**src/rtl/kmeans_cluster_accum_if.sv**
```systemverilog
// Batch-input and shared float-adder handshake bundle for kmeans_cluster_accum.
// master = environment (point source plus adder), slave = the accumulator.
interface kmeans_cluster_accum_if #(
   parameter int K     = 3,
   parameter int LANES = 4,
   parameter int DW    = 32,
   parameter int IW    = (K > 2) ? $clog2(K) : 1
) ();
   logic                  in_valid;
   logic                  in_ready;
   logic [LANES*DW-1:0]   in_x;
   logic [LANES*DW-1:0]   in_y;
   logic [LANES*IW-1:0]   in_k;
   logic [LANES-1:0]      in_mask;

   logic                  fa_req;
   logic [DW-1:0]         fa_a_x;
   logic [DW-1:0]         fa_b_x;
   logic [DW-1:0]         fa_a_y;
   logic [DW-1:0]         fa_b_y;
   logic                  fa_ack;
   logic [DW-1:0]         fa_z_x;
   logic [DW-1:0]         fa_z_y;

   modport master (
      output in_valid, in_x, in_y, in_k, in_mask, fa_ack, fa_z_x, fa_z_y,
      input  in_ready, fa_req, fa_a_x, fa_b_x, fa_a_y, fa_b_y
   );

   modport slave (
      input  in_valid, in_x, in_y, in_k, in_mask, fa_ack, fa_z_x, fa_z_y,
      output in_ready, fa_req, fa_a_x, fa_b_x, fa_a_y, fa_b_y
   );
endinterface

```
**src/rtl/kmeans_cluster_accum.sv**
```systemverilog
// Per-cluster float x/y accumulator: serialises each valid lane of a batch through
// one shared external dual float adder and keeps saturating per-cluster point counts.
module kmeans_cluster_accum #(
   parameter int K     = 3,
   parameter int LANES = 4,
   parameter int DW    = 32,
   parameter int CW    = 32,
   parameter int IW    = (K > 2) ? $clog2(K) : 1
) (
   input  logic                  clk,
   input  logic                  rstnn,
   input  logic                  clear_i,
   kmeans_cluster_accum_if.slave acc_if,
   output logic [K*DW-1:0]       sum_x_o,
   output logic [K*DW-1:0]       sum_y_o,
   output logic [K*CW-1:0]       count_o,
   output logic                  busy_o,
   output logic                  done_o,
   output logic                  err_o
);
   localparam int            LW      = (LANES > 1) ? $clog2(LANES) : 1;
   localparam logic [IW:0]   K_LIM   = (IW+1)'(K);
   localparam logic [CW-1:0] CNT_MAX = {CW{1'b1}};

   typedef enum logic [1:0] {
      S_IDLE = 2'd0,
      S_SCAN = 2'd1,
      S_REQ  = 2'd2,
      S_DONE = 2'd3
   } state_t;

   state_t              state_q, state_d;
   logic [LANES*DW-1:0] bx_q, by_q;
   logic [LANES*IW-1:0] bk_q;
   logic [LANES-1:0]    mask_q, mask_d;
   logic [LW-1:0]       lane_q, lane_d;
   logic [IW-1:0]       selk_q, selk_d;
   logic                err_q, err_d;
   logic                fa_req_q, fa_req_d;
   logic [DW-1:0]       a_x_q, a_x_d, b_x_q, b_x_d;
   logic [DW-1:0]       a_y_q, a_y_d, b_y_q, b_y_d;
   logic                done_q, busy_q, in_ready_q;
   logic [DW-1:0]       sum_x_q [K];
   logic [DW-1:0]       sum_y_q [K];
   logic [CW-1:0]       cnt_q   [K];

   logic [LANES-1:0]    oor_s, live_s;
   logic [LW-1:0]       pick_s;
   logic [IW-1:0]       pick_k_s;
   logic [DW-1:0]       pick_x_s, pick_y_s, cur_x_s, cur_y_s;
   logic                accept_s, ack_s;

   // Flag masked-in lanes whose cluster index is out of range; the rest are live.
   always_comb begin
      oor_s = '0;
      for (int i = 0; i < LANES; i++) begin
         oor_s[i] = mask_q[i] & ({1'b0, bk_q[i*IW +: IW]} >= K_LIM);
      end
      live_s = mask_q & ~oor_s;
   end

   // Lowest-numbered live lane wins; descending scan lets lane 0 overwrite last.
   always_comb begin
      pick_s   = '0;
      pick_k_s = '0;
      pick_x_s = '0;
      pick_y_s = '0;
      for (int i = LANES - 1; i >= 0; i--) begin
         pick_s   = live_s[i] ? LW'(i)            : pick_s;
         pick_k_s = live_s[i] ? bk_q[i*IW +: IW]  : pick_k_s;
         pick_x_s = live_s[i] ? bx_q[i*DW +: DW]  : pick_x_s;
         pick_y_s = live_s[i] ? by_q[i*DW +: DW]  : pick_y_s;
      end
   end

   // Running sums of the selected cluster, read one cycle after any prior write-back.
   always_comb begin
      cur_x_s = '0;
      cur_y_s = '0;
      for (int c = 0; c < K; c++) begin
         cur_x_s = (pick_k_s == IW'(c)) ? sum_x_q[c] : cur_x_s;
         cur_y_s = (pick_k_s == IW'(c)) ? sum_y_q[c] : cur_y_s;
      end
   end

   assign ack_s = (state_q == S_REQ) && acc_if.fa_ack && !clear_i;

   // Next-state and datapath-control logic; clear overrides everything.
   always_comb begin
      state_d  = state_q;
      mask_d   = mask_q;
      lane_d   = lane_q;
      selk_d   = selk_q;
      err_d    = err_q;
      fa_req_d = fa_req_q;
      a_x_d    = a_x_q;
      b_x_d    = b_x_q;
      a_y_d    = a_y_q;
      b_y_d    = b_y_q;
      accept_s = 1'b0;
      case (state_q)
         S_IDLE: begin
            if (acc_if.in_valid && in_ready_q) begin
               accept_s = 1'b1;
               mask_d   = acc_if.in_mask;
               state_d  = S_SCAN;
            end else begin
               state_d  = S_IDLE;
            end
         end
         S_SCAN: begin
            err_d  = err_q | (|oor_s);
            mask_d = live_s;
            if (|live_s) begin
               lane_d   = pick_s;
               selk_d   = pick_k_s;
               a_x_d    = cur_x_s;
               a_y_d    = cur_y_s;
               b_x_d    = pick_x_s;
               b_y_d    = pick_y_s;
               fa_req_d = 1'b1;
               state_d  = S_REQ;
            end else begin
               state_d  = S_DONE;
            end
         end
         S_REQ: begin
            if (acc_if.fa_ack) begin
               mask_d[lane_q] = 1'b0;
               fa_req_d       = 1'b0;
               state_d        = S_SCAN;
            end else begin
               state_d        = S_REQ;
            end
         end
         S_DONE: begin
            state_d = S_IDLE;
         end
         default: begin
            state_d = S_IDLE;
         end
      endcase
      if (clear_i) begin
         state_d  = S_IDLE;
         mask_d   = '0;
         err_d    = 1'b0;
         fa_req_d = 1'b0;
         a_x_d    = '0;
         b_x_d    = '0;
         a_y_d    = '0;
         b_y_d    = '0;
         accept_s = 1'b0;
      end else begin
         accept_s = accept_s;
      end
   end

   // Control state, handshake outputs and status flags.
   always_ff @(posedge clk or negedge rstnn) begin
      if (!rstnn) begin
         state_q    <= S_IDLE;
         mask_q     <= '0;
         lane_q     <= '0;
         selk_q     <= '0;
         err_q      <= 1'b0;
         fa_req_q   <= 1'b0;
         a_x_q      <= '0;
         b_x_q      <= '0;
         a_y_q      <= '0;
         b_y_q      <= '0;
         done_q     <= 1'b0;
         busy_q     <= 1'b0;
         in_ready_q <= 1'b1;
      end else begin
         state_q    <= state_d;
         mask_q     <= mask_d;
         lane_q     <= lane_d;
         selk_q     <= selk_d;
         err_q      <= err_d;
         fa_req_q   <= fa_req_d;
         a_x_q      <= a_x_d;
         b_x_q      <= b_x_d;
         a_y_q      <= a_y_d;
         b_y_q      <= b_y_d;
         done_q     <= (state_q == S_DONE) && !clear_i;
         busy_q     <= (state_d != S_IDLE);
         // Held low through the first IDLE cycle so batches are spaced apart.
         in_ready_q <= (state_d == S_IDLE) && (state_q == S_IDLE);
      end
   end

   // Batch capture on accept.
   always_ff @(posedge clk or negedge rstnn) begin
      if (!rstnn) begin
         bx_q <= '0;
         by_q <= '0;
         bk_q <= '0;
      end else if (accept_s) begin
         bx_q <= acc_if.in_x;
         by_q <= acc_if.in_y;
         bk_q <= acc_if.in_k;
      end else begin
         bx_q <= bx_q;
         by_q <= by_q;
         bk_q <= bk_q;
      end
   end

   // Per-cluster sums and saturating counts, written back on adder ack.
   always_ff @(posedge clk or negedge rstnn) begin
      if (!rstnn) begin
         for (int c = 0; c < K; c++) begin
            sum_x_q[c] <= '0;
            sum_y_q[c] <= '0;
            cnt_q[c]   <= '0;
         end
      end else if (clear_i) begin
         for (int c = 0; c < K; c++) begin
            sum_x_q[c] <= '0;
            sum_y_q[c] <= '0;
            cnt_q[c]   <= '0;
         end
      end else if (ack_s) begin
         for (int c = 0; c < K; c++) begin
            if (selk_q == IW'(c)) begin
               sum_x_q[c] <= acc_if.fa_z_x;
               sum_y_q[c] <= acc_if.fa_z_y;
               cnt_q[c]   <= (cnt_q[c] == CNT_MAX) ? cnt_q[c] : cnt_q[c] + CW'(1);
            end else begin
               cnt_q[c]   <= cnt_q[c];
            end
         end
      end else begin
         for (int c = 0; c < K; c++) begin
            cnt_q[c] <= cnt_q[c];
         end
      end
   end

   for (genvar c = 0; c < K; c++) begin : g_flat
      assign sum_x_o[c*DW +: DW] = sum_x_q[c];
      assign sum_y_o[c*DW +: DW] = sum_y_q[c];
      assign count_o[c*CW +: CW] = cnt_q[c];
   end

   assign acc_if.in_ready = in_ready_q;
   assign acc_if.fa_req   = fa_req_q;
   assign acc_if.fa_a_x   = a_x_q;
   assign acc_if.fa_b_x   = b_x_q;
   assign acc_if.fa_a_y   = a_y_q;
   assign acc_if.fa_b_y   = b_y_q;
   assign busy_o          = busy_q;
   assign done_o          = done_q;
   assign err_o           = err_q;
endmodule

```
**src/flat_wrapper.sv**
```systemverilog
// flat-port wrapper written by rule: the top's interface ports become plain ports
module kmeans_cluster_accum_flat 
#(
   parameter int K     = 3,
   parameter int LANES = 4,
   parameter int DW    = 32,
   parameter int CW    = 32,
   parameter int IW    = (K > 2) ? $clog2(K) : 1
)
  (clk, rstnn, clear_i, sum_x_o, sum_y_o, count_o, busy_o, done_o, err_o, acc_if_in_valid, acc_if_in_x, acc_if_in_y, acc_if_in_k, acc_if_in_mask, acc_if_fa_ack, acc_if_fa_z_x, acc_if_fa_z_y, acc_if_in_ready, acc_if_fa_req, acc_if_fa_a_x, acc_if_fa_b_x, acc_if_fa_a_y, acc_if_fa_b_y);
  kmeans_cluster_accum_if #(.K(K), .LANES(LANES), .DW(DW), .IW(IW)) acc_if_i ();
  input  logic clk;
  input  logic rstnn;
  input  logic clear_i;
  output logic [K*DW-1:0] sum_x_o;
  output logic [K*DW-1:0] sum_y_o;
  output logic [K*CW-1:0] count_o;
  output logic busy_o;
  output logic done_o;
  output logic err_o;
  input wire logic [$bits(acc_if_i.in_valid)-1:0] acc_if_in_valid;
  input wire logic [$bits(acc_if_i.in_x)-1:0] acc_if_in_x;
  input wire logic [$bits(acc_if_i.in_y)-1:0] acc_if_in_y;
  input wire logic [$bits(acc_if_i.in_k)-1:0] acc_if_in_k;
  input wire logic [$bits(acc_if_i.in_mask)-1:0] acc_if_in_mask;
  input wire logic [$bits(acc_if_i.fa_ack)-1:0] acc_if_fa_ack;
  input wire logic [$bits(acc_if_i.fa_z_x)-1:0] acc_if_fa_z_x;
  input wire logic [$bits(acc_if_i.fa_z_y)-1:0] acc_if_fa_z_y;
  output wire logic [$bits(acc_if_i.in_ready)-1:0] acc_if_in_ready;
  output wire logic [$bits(acc_if_i.fa_req)-1:0] acc_if_fa_req;
  output wire logic [$bits(acc_if_i.fa_a_x)-1:0] acc_if_fa_a_x;
  output wire logic [$bits(acc_if_i.fa_b_x)-1:0] acc_if_fa_b_x;
  output wire logic [$bits(acc_if_i.fa_a_y)-1:0] acc_if_fa_a_y;
  output wire logic [$bits(acc_if_i.fa_b_y)-1:0] acc_if_fa_b_y;
  assign acc_if_i.in_valid = acc_if_in_valid;
  assign acc_if_i.in_x = acc_if_in_x;
  assign acc_if_i.in_y = acc_if_in_y;
  assign acc_if_i.in_k = acc_if_in_k;
  assign acc_if_i.in_mask = acc_if_in_mask;
  assign acc_if_i.fa_ack = acc_if_fa_ack;
  assign acc_if_i.fa_z_x = acc_if_fa_z_x;
  assign acc_if_i.fa_z_y = acc_if_fa_z_y;
  assign acc_if_in_ready = acc_if_i.in_ready;
  assign acc_if_fa_req = acc_if_i.fa_req;
  assign acc_if_fa_a_x = acc_if_i.fa_a_x;
  assign acc_if_fa_b_x = acc_if_i.fa_b_x;
  assign acc_if_fa_a_y = acc_if_i.fa_a_y;
  assign acc_if_fa_b_y = acc_if_i.fa_b_y;
  kmeans_cluster_accum #(.K(K), .LANES(LANES), .DW(DW), .CW(CW), .IW(IW)) u_core (.clk(clk), .rstnn(rstnn), .clear_i(clear_i), .acc_if(acc_if_i), .sum_x_o(sum_x_o), .sum_y_o(sum_y_o), .count_o(count_o), .busy_o(busy_o), .done_o(done_o), .err_o(err_o));
endmodule
```
**config.mk**
```make
export PLATFORM = sky130hd
export DESIGN_NAME = kmeans_cluster_accum_flat
export DESIGN_NICKNAME = d
export VERILOG_FILES = /design/src/rtl/kmeans_cluster_accum_if.sv /design/src/rtl/kmeans_cluster_accum.sv /design/src/flat_wrapper.sv
export SDC_FILE = /design/constraint.sdc
export NUM_CORES = 1
export LEC_CHECK = 0
export BUFFER_PORTS_ARGS = -buffer_cell sky130_fd_sc_hd__buf_2
export CAP_MARGIN = 5
export CORE_AREA = 2 2 298 300
export DETAILED_ROUTE_END_ITERATION = 8
export DIE_AREA = 0 0 300 302
export GPL_TIMING_DRIVEN = 0
export PLACE_DENSITY = 0.6
export SLEW_MARGIN = 5
export SYNTH_ARGS = -nofsm -noshare
export SYNTH_HDL_FRONTEND = slang
export SYNTH_SLANG_ARGS = --single-unit
```
**constraint.sdc**
```tcl
create_clock -name clk -period 6.9 [get_ports clk]
set_input_delay 0.69 -clock clk [delete_from_list [all_inputs] [get_ports clk]]
set_output_delay 0.69 -clock clk [all_outputs]
set_load 0.02 [all_outputs]
```
==> results of run 1 <==
[flip-flops by register name, summed over array words and instances, names as in the netlist, 32 cells and up]
name                  flops
u_core.acc_if.fa_a_y     32
u_core.acc_if.fa_b_y     32
u_core.acc_if.fa_b_x     32
u_core.count_o           96
u_core.by_q             128
u_core.bx_q             128
u_core.sum_x_o           96
u_core.sum_y_o           96
u_core.acc_if.fa_a_x     32
[Yosys cell counts (16+ instances only)]
cell type / instances / area [sq um]
a21oi_1: 504 / 2522
nand3_1: 105 / 525.5
nand4_1: 29 / 181.4
or3_1: 31 / 193.9
nor2b_1: 21 / 131.4
a22o_1: 64 / 560.5
xnor2_1: 20 / 175.2
o21ai_0: 172 / 860.8
buf_1: 29 / 108.9
dfrtp_1: 694 / 17370
a221o_1: 64 / 640.6
nor3_1: 17 / 85.08
inv_1: 17 / 63.81
nor4_1: 18 / 112.6
clkbuf_1: 186 / 698.2
mux2_2: 282 / 3176
or4_1: 21 / 157.7
nor2_1: 62 / 232.7
and3_1: 16 / 100.1
o31ai_1: 17 / 127.6
nand2_1: 443 / 1663
[kinds of logic (layout without fill, tap and decap cells)]
logic type                 after synthesis  count (layout)
adders and majority gates                7               7
xor gates and xnor gates                20              20
buffers and inverters                  240            1151
AOI/OAI and AO/OA                      884             884
muxes                                  285             285
other                                    0              22
and+or+nand+nor                        815             815
DFF                                    695             695
[stage by stage]
step / TNS (ns) / power, mW / utilization [%] / hold WS, ns / instances
global placement: -7223.38 / 9.273 / 41.25 / 0.4774 / 4867
CTS: 0 / 13.76 / 44.65 / 0.2257 / 5022
floorplan: 0 / 7.871 / - / 0.3944 / 2946
detailed placement: 0 / 9.361 / 41.56 / 0.4879 / 4877
global route: 0 / 14.35 / 44.69 / 0.2594 / 5037
finish: 0 / 13.67 / 44.71 / 0.2769 / 5044
[layer usage]
metal / vias to the layer above / routed length [microns]
li1: 12370 / -
met1: 13683 / 47020
met2: 983 / 58700
met3: 229 / 10060
met4: 54 / 3691
met5: - / 333
[final cells by class]
class                      count  area (sq um)  area share [%]
clock inverter                27         365.4          0.9332
buffer                       223         848.3           2.167
antenna                       22         55.05          0.1406
inverter                      17         63.81          0.1630
timing repair buffer         767          4044           10.33
tap                         1165          1458           3.723
clock buffer                 117          2331           5.954
sequential                   695         17390           44.43
multi-input combinational   2011         12590           32.16
[report_power, final]
part | internal (mW) | leakage, nW | switching, mW
clock | 2.58 | 1.33 | 1.80
combinational | 1.46 | 7.51 | 2.20
sequential | 5.05 | 9.12 | 0.573
total | 9.10 | 18.0 | 4.57
[worst register-to-register path: stages, from the launching register on]
cell and delay (ns):
dfrtp_1 0.41, inv_1 0.10, ha_1 0.22, buf_2 0.27, nand2_1 0.10, nor3b_1 0.65
clkbuf_1 0.75, buf_1 0.53, nand2_1 0.11, a21oi_1 0.15
[repair_timing]
| action | in CTS | in global routing |
|---|---|---|
| setup buffers | 0 | 0 |
| hold endpoints to repair | 45 | 0 |
| hold buffers | 1 | 0 |
[how the worst max path moves through the flow]
stage	start	end	slack (ns)	cells after the start
2_1_floorplan	acc_if_fa_ack	u_core.count_o[31]	4.32	8
3_3_place_gp	rstnn	u_core.bx_q[121]	-10.53	1
3_5_place_dp	clear_i	u_core.by_q[27]	3.13	7
4_1_cts	u_core.state_q[0]	u_core.sum_x_o[72]	3.39	9
5_1_grt	u_core.state_q[0]	u_core.sum_x_o[73]	3.20	9
6_report	u_core.state_q[0]	u_core.sum_x_o[79]	3.53	9
[cell usage in the layout, fill, tap and decap left out, types with 6 or more instances in the layout]
| master | netlist | layout |
|---|---|---|
| nor3_1 | 17 | 17 |
| o211ai_1 | 9 | 9 |
| a221o_1 | 64 | 64 |
| a211oi_1 | 7 | 7 |
| nor4_1 | 18 | 18 |
| clkbuf_1 | 186 | 203 |
| diode_2 | 0 | 22 |
| nor2_1 | 62 | 60 |
| buf_16 | 0 | 8 |
| or2_2 | 8 | 8 |
| clkbuf_16 | 0 | 80 |
| or4_1 | 21 | 21 |
| ha_1 | 7 | 7 |
| buf_1 | 29 | 29 |
| inv_1 | 17 | 17 |
| a21oi_1 | 504 | 504 |
| or3_1 | 31 | 31 |
| nor2b_1 | 21 | 21 |
| clkinv_2 | 0 | 12 |
| and3_1 | 16 | 16 |
| nand4_1 | 29 | 29 |
| and4_1 | 9 | 9 |
| o31ai_1 | 17 | 17 |
| clkbuf_8 | 0 | 19 |
| nand2_1 | 443 | 443 |
| xnor2_1 | 20 | 20 |
| dfrtp_1 | 694 | 694 |
| nand3_1 | 105 | 105 |
| a22o_1 | 64 | 64 |
| mux2_2 | 282 | 282 |
| o21ai_0 | 172 | 172 |
| buf_2 | 8 | 764 |
| bufinv_16 | 0 | 6 |
| a31oi_1 | 7 | 7 |
==> metrics, run 1 <==
WL/cell=23.75 microns; Mapped Nets=3,290; CP delay by family, top=buffers and inverters; max incr delay on CP=0.74 ns; fin crit period=3.368 ns; Post-CTS Resized=0; Routed WL=119,800 microns; Placement Cell Area=36,390 sq um; CP Buf/Inv Count=4; crit path max fanout=10; die area=90,600 sq um; synth warn=0; Filler Cells Inserted=8,638; Worst Setup Start Kind=flop; M1 GR Usage=31.14%; Root Buffer Master=clkbuf_16; Detailed Route Iter0 Violations=1,826; mapped cell area=30,870 sq um; initial antenna violation count=48; Worst Hold Path EP=u_core.by_q[121]; Core Box Area=87,560 sq um; DRC viols=0; global route overflow=0; Lkg Pwr=17.96 nW; drt first pass iters=5; global-route wire length before repair=176,500 microns; Max-Cap Viols=0; final HPWL from detailed placement=89,700 microns; CTS tree=built; Final Hold Fails=0; Routed Antenna Nets=0; mux cell area share after synthesis=10.39%; pin count of the biggest net entering global routing=110; gr usage total=25.71%; synth unique cells=69; Synth Area in Compound Gates=17.04%; FF-to-FF path depth=9; post-route cell area=39,150 sq um; Cell Pwr Density=349.2 nW/um^2; Post-Syn Instances=2,946; CTS sink count=695; Final period util=48.81%; HP Start=acc_if_in_y[121]; met3 Use GR=7.391%; largest family of logic cells by synthesized area=compound AO/OA/AOI/OAI gates; Crit-path slowest cell=clkbuf_1; setup ws final=3.532 ns; Primary FF master, synth=dfrtp_1; asr flop ratio synth=100.0%; Core Rows=109; Critical R2R Launch=u_core.state_q[0]; Fmax achieved=296.9 MHz; hold path cells=2; CP Capture Type=flop; Final Skew=0.03327 ns; XOR/XNOR Fraction of Synth Area=0.5674%; RSZ-0062 raised after global routing=false; die width=300 microns; peak supply drop=226.5 uV; clk slew on worst S/H paths=0.07 ns; busiest grt layer=met2; Post-synth EDFFs=0; CP most frequent cell=nand2_1; Die Y=302 microns; Final Setup Violations=0; IO Pins=758; Skew-Pair Late Insertion Delay=0.64 ns; Hold Crit Class=input port to flop; crit path kind=flop to flop; via/cell ratio=5.416; flop-to-flop setup slack=3.53 ns; Worst EP arrival=3.91 ns; H-tree Lvls=3; pre-CTS setup slack=3.134 ns; post-synthesis sequential area ratio=56.34%; Least-Margin Pin Slew=1.131 ns; gp weighted congestion=0.9191; Vias=27.32k; Rel. slew slack=24.61%; initial core utilization=35.26%; Worst R2R End=u_core.sum_x_o[79]; Inserted Clock Buffers=79; IO Port Bufs=756; met2 Resource Use GR=44.01%; Post-Synth Simple-Gate Area=12.43%; crit-path cells=inv_1, ha_1, buf_2, nand2_1, nor3b_1, clkbuf_1, buf_1, nand2_1, a21oi_1; layout cells sized above 1=31.55%; vias in the first global route=26.89k; #FFs+latches synth=695; NumNets Final=4,138; Max clock buf depth=3; outcome=finished, final reports clean; adder-cell area share of the yosys netlist=0.2837%; Avg Cell Area, Syn=10.48 sq um; Max Slew Vio Count=0; CP required=7.44 ns; P&R area growth vs syn=26.81%
Note: power is estimated with default switching activity, not from simulation.
==> run 2: changes to the inputs <==
clock period = 3.2 ns   (was 6.9 ns; I/O delays follow)
==> run 2 against run 1 <==
Effect of this change:
- total power rose by 120%
- critical path depth did not move
- critical path type unchanged
- highest routed layer unchanged
- flip-flop and latch count did not move
- clock power rose by 120%
==> metrics, run 2 (synthesized netlist as in run 1, its figures left out) <==
Rel. slew slack=28.87% (was 24.61%); DRC viols=0 (unchanged); Max-Cap Viols=0 (unchanged); pin count of the biggest net entering global routing=110 (unchanged); final HPWL from detailed placement=89,700 microns (unchanged); die width=300 microns (unchanged); outcome=finished, final reports clean (unchanged); Max Slew Vio Count=0 (unchanged); Core Box Area=87,560 sq um (unchanged); Final Total Pwr=29.91 mW (was 13.67 mW); Hold Slack=0.1156 ns (was 0.2769 ns); global-route wire length before repair=183,700 microns (was 176,500 microns); crit path max fanout=10 (unchanged); RSZ-0062 raised after global routing=false (unchanged); layout cells sized above 1=29.21% (was 31.55%); initial antenna violation count=13 (was 48); commonest non-fill, non-tap cell in the layout=buf_2 (unchanged); gr usage total=26.50% (was 25.71%); register share of total power=40.7% (was 41.1%); pre-CTS setup slack=-0.3368 ns (was 3.134 ns); drt first pass iters=5 (unchanged); flop-to-flop setup slack=0.15 ns (was 3.53 ns); Routed Antenna Nets=0 (unchanged); Final Hold Fails=0 (unchanged); Hold Crit Class=input port to flop (unchanged); Worst Setup Start Kind=flop (unchanged); Final Skew=0.03513 ns (was 0.03327 ns); Die Y=302 microns (unchanged); Vias=28.71k (was 27.32k); crit path kind=flop to flop (unchanged); fin crit period=3.051 ns (was 3.368 ns); setup ws final=0.1486 ns (was 3.532 ns); CP Capture Type=flop (unchanged); IO Pins=758 (unchanged); Fmax achieved=327.7 MHz (was 296.9 MHz); combinational power share=27.8% (was 26.8%); CP required=3.74 ns (was 7.44 ns); CTS sink count=695 (unchanged); net switching power figure=10.03 mW (was 4.573 mW); Cell Pwr Density=704.7 nW/um^2 (was 349.2 nW/um^2); Placement Cell Area=36,390 sq um (unchanged); Clk pwr share=31.6% (was 32.0%); CTS tree=built (unchanged); post-route cell area=42,450 sq um (was 39,150 sq um); IO Port Bufs=756 (unchanged); Final Setup Violations=0 (unchanged); clk slew on worst S/H paths=0.06 ns (was 0.07 ns); WL/cell=22.95 microns (was 23.75 microns); Filler Cells Inserted=8,277 (was 8,638); gp weighted congestion=0.9191 (unchanged); Detailed Route Iter0 Violations=1,991 (was 1,826); most frequent cells in the layout=buf_2, dfrtp_1, a21oi_1, nand2_1, dlygate4sd3_1 (was buf_2, dfrtp_1, a21oi_1, nand2_1, mux2_2); vias in the first global route=28.93k (was 26.89k); Int Pwr=19.89 mW (was 9.097 mW); global route overflow=0 (unchanged); H-tree Lvls=3 (unchanged); peak supply drop=590.0 uV (was 226.5 uV); Root Buffer Master=clkbuf_16 (unchanged); Switching Fraction=33.52% (was 33.45%); Worst EP arrival=3.59 ns (was 3.91 ns); initial core utilization=35.26% (unchanged); P&R area growth vs syn=37.49% (was 26.81%); Skew-Pair Late Insertion Delay=0.64 ns (about the same); die area=90,600 sq um (unchanged); Final period util=95.36% (was 48.81%); Largest regs=u_core.bx_q: 128 flops, u_core.by_q: 128 flops (unchanged); Core Util, Final=48.48% (was 44.71%); via/cell ratio=5.352 (was 5.416); Routed WL=123,100 microns (was 119,800 microns); Lkg Pwr=19.35 nW (was 17.96 nW); Inserted Clock Buffers=79 (unchanged); Max clock buf depth=3 (unchanged); Core Rows=109 (unchanged); NumNets Final=4,468 (was 4,138); Least-Margin Pin Slew=1.067 ns (was 1.131 ns)
==> run 2: worst max-delay path, stage by stage, from the launching register on <==
cell and delay [ns]:
dfrtp_1 0.41, inv_1 0.10, ha_1 0.22, buf_2 0.27, nor4bb_2 0.25, buf_2 0.26, clkbuf_1 0.64, buf_1 0.56
nand2_1 0.12, a21oi_1 0.14
==> run 2: final timing paths <==
| check | depth (start not counted) | to | from |
|---|---|---|---|
| max | 9 | u_core.sum_y_o[21] | u_core.state_q[0] |
| min | 4 | u_core.mask_q[1] | acc_if_in_mask[1] |
| max reg2reg | 9 | u_core.sum_y_o[21] | u_core.state_q[0] |
| min reg2reg | 1 | u_core.by_q[61] | u_core.by_q[61] |
| max in group asynchronous | 5 | u_core.bx_q[35] | rstnn |
| min in group asynchronous | 2 | u_core.acc_if.fa_a_y[27] | rstnn |
==> run 2: stage by stage <==
stage	TNS, ns	instances
6_report	0	5364
2_1_floorplan	0	2946
3_5_place_dp	-25.58	4877
5_1_grt	0	5359
4_1_cts	0	5352
3_3_place_gp	-9607.28	4867
==> run 2: cell type report <==
cell class	instances	area [sq um]	area share (%)
buffer	223	850.8	2.004
timing repair buffer	1097	7347	17.31
inverter	17	63.81	0.1503
clock inverter	27	365.4	0.8607
clock buffer	117	2331	5.492
antenna	12	30.03	0.07074
sequential	695	17390	40.98
tap	1165	1458	3.434
multi-input combinational	2011	12610	29.70
==> run 2: routing by layer <==
layer	wire (microns)	GRT usage [%]	up-vias
li1	-	-	13021
met1	49560	32.61	14387
met2	60680	45.70	1058
met3	8348	5.559	232
met4	4475	10.06	10
met5	67	0	-
==> run 2: what timing repair did <==
| item | in CTS | in global routing |
|---|---|---|
| pin swaps | 0 | 0 |
| setup buffers | 0 | 0 |
| gates resized for setup | 5 | 2 |
| endpoints found under the hold margin | 503 | 0 |
| setup endpoints to repair | 127 | 40 |
| hold buffers | 331 | 0 |
==> run 2: power by group through the flow <==
stage	sequential (mW)	clock (mW)	combinational [mW]
after floorplan	12.3	0	4.72
after global placement	12.2	0	7.79
after detailed placement	12.2	0	7.95
after CTS	12.1	9.60	8.31
after global routing	12.4	9.94	9.06
final	12.2	9.44	8.31
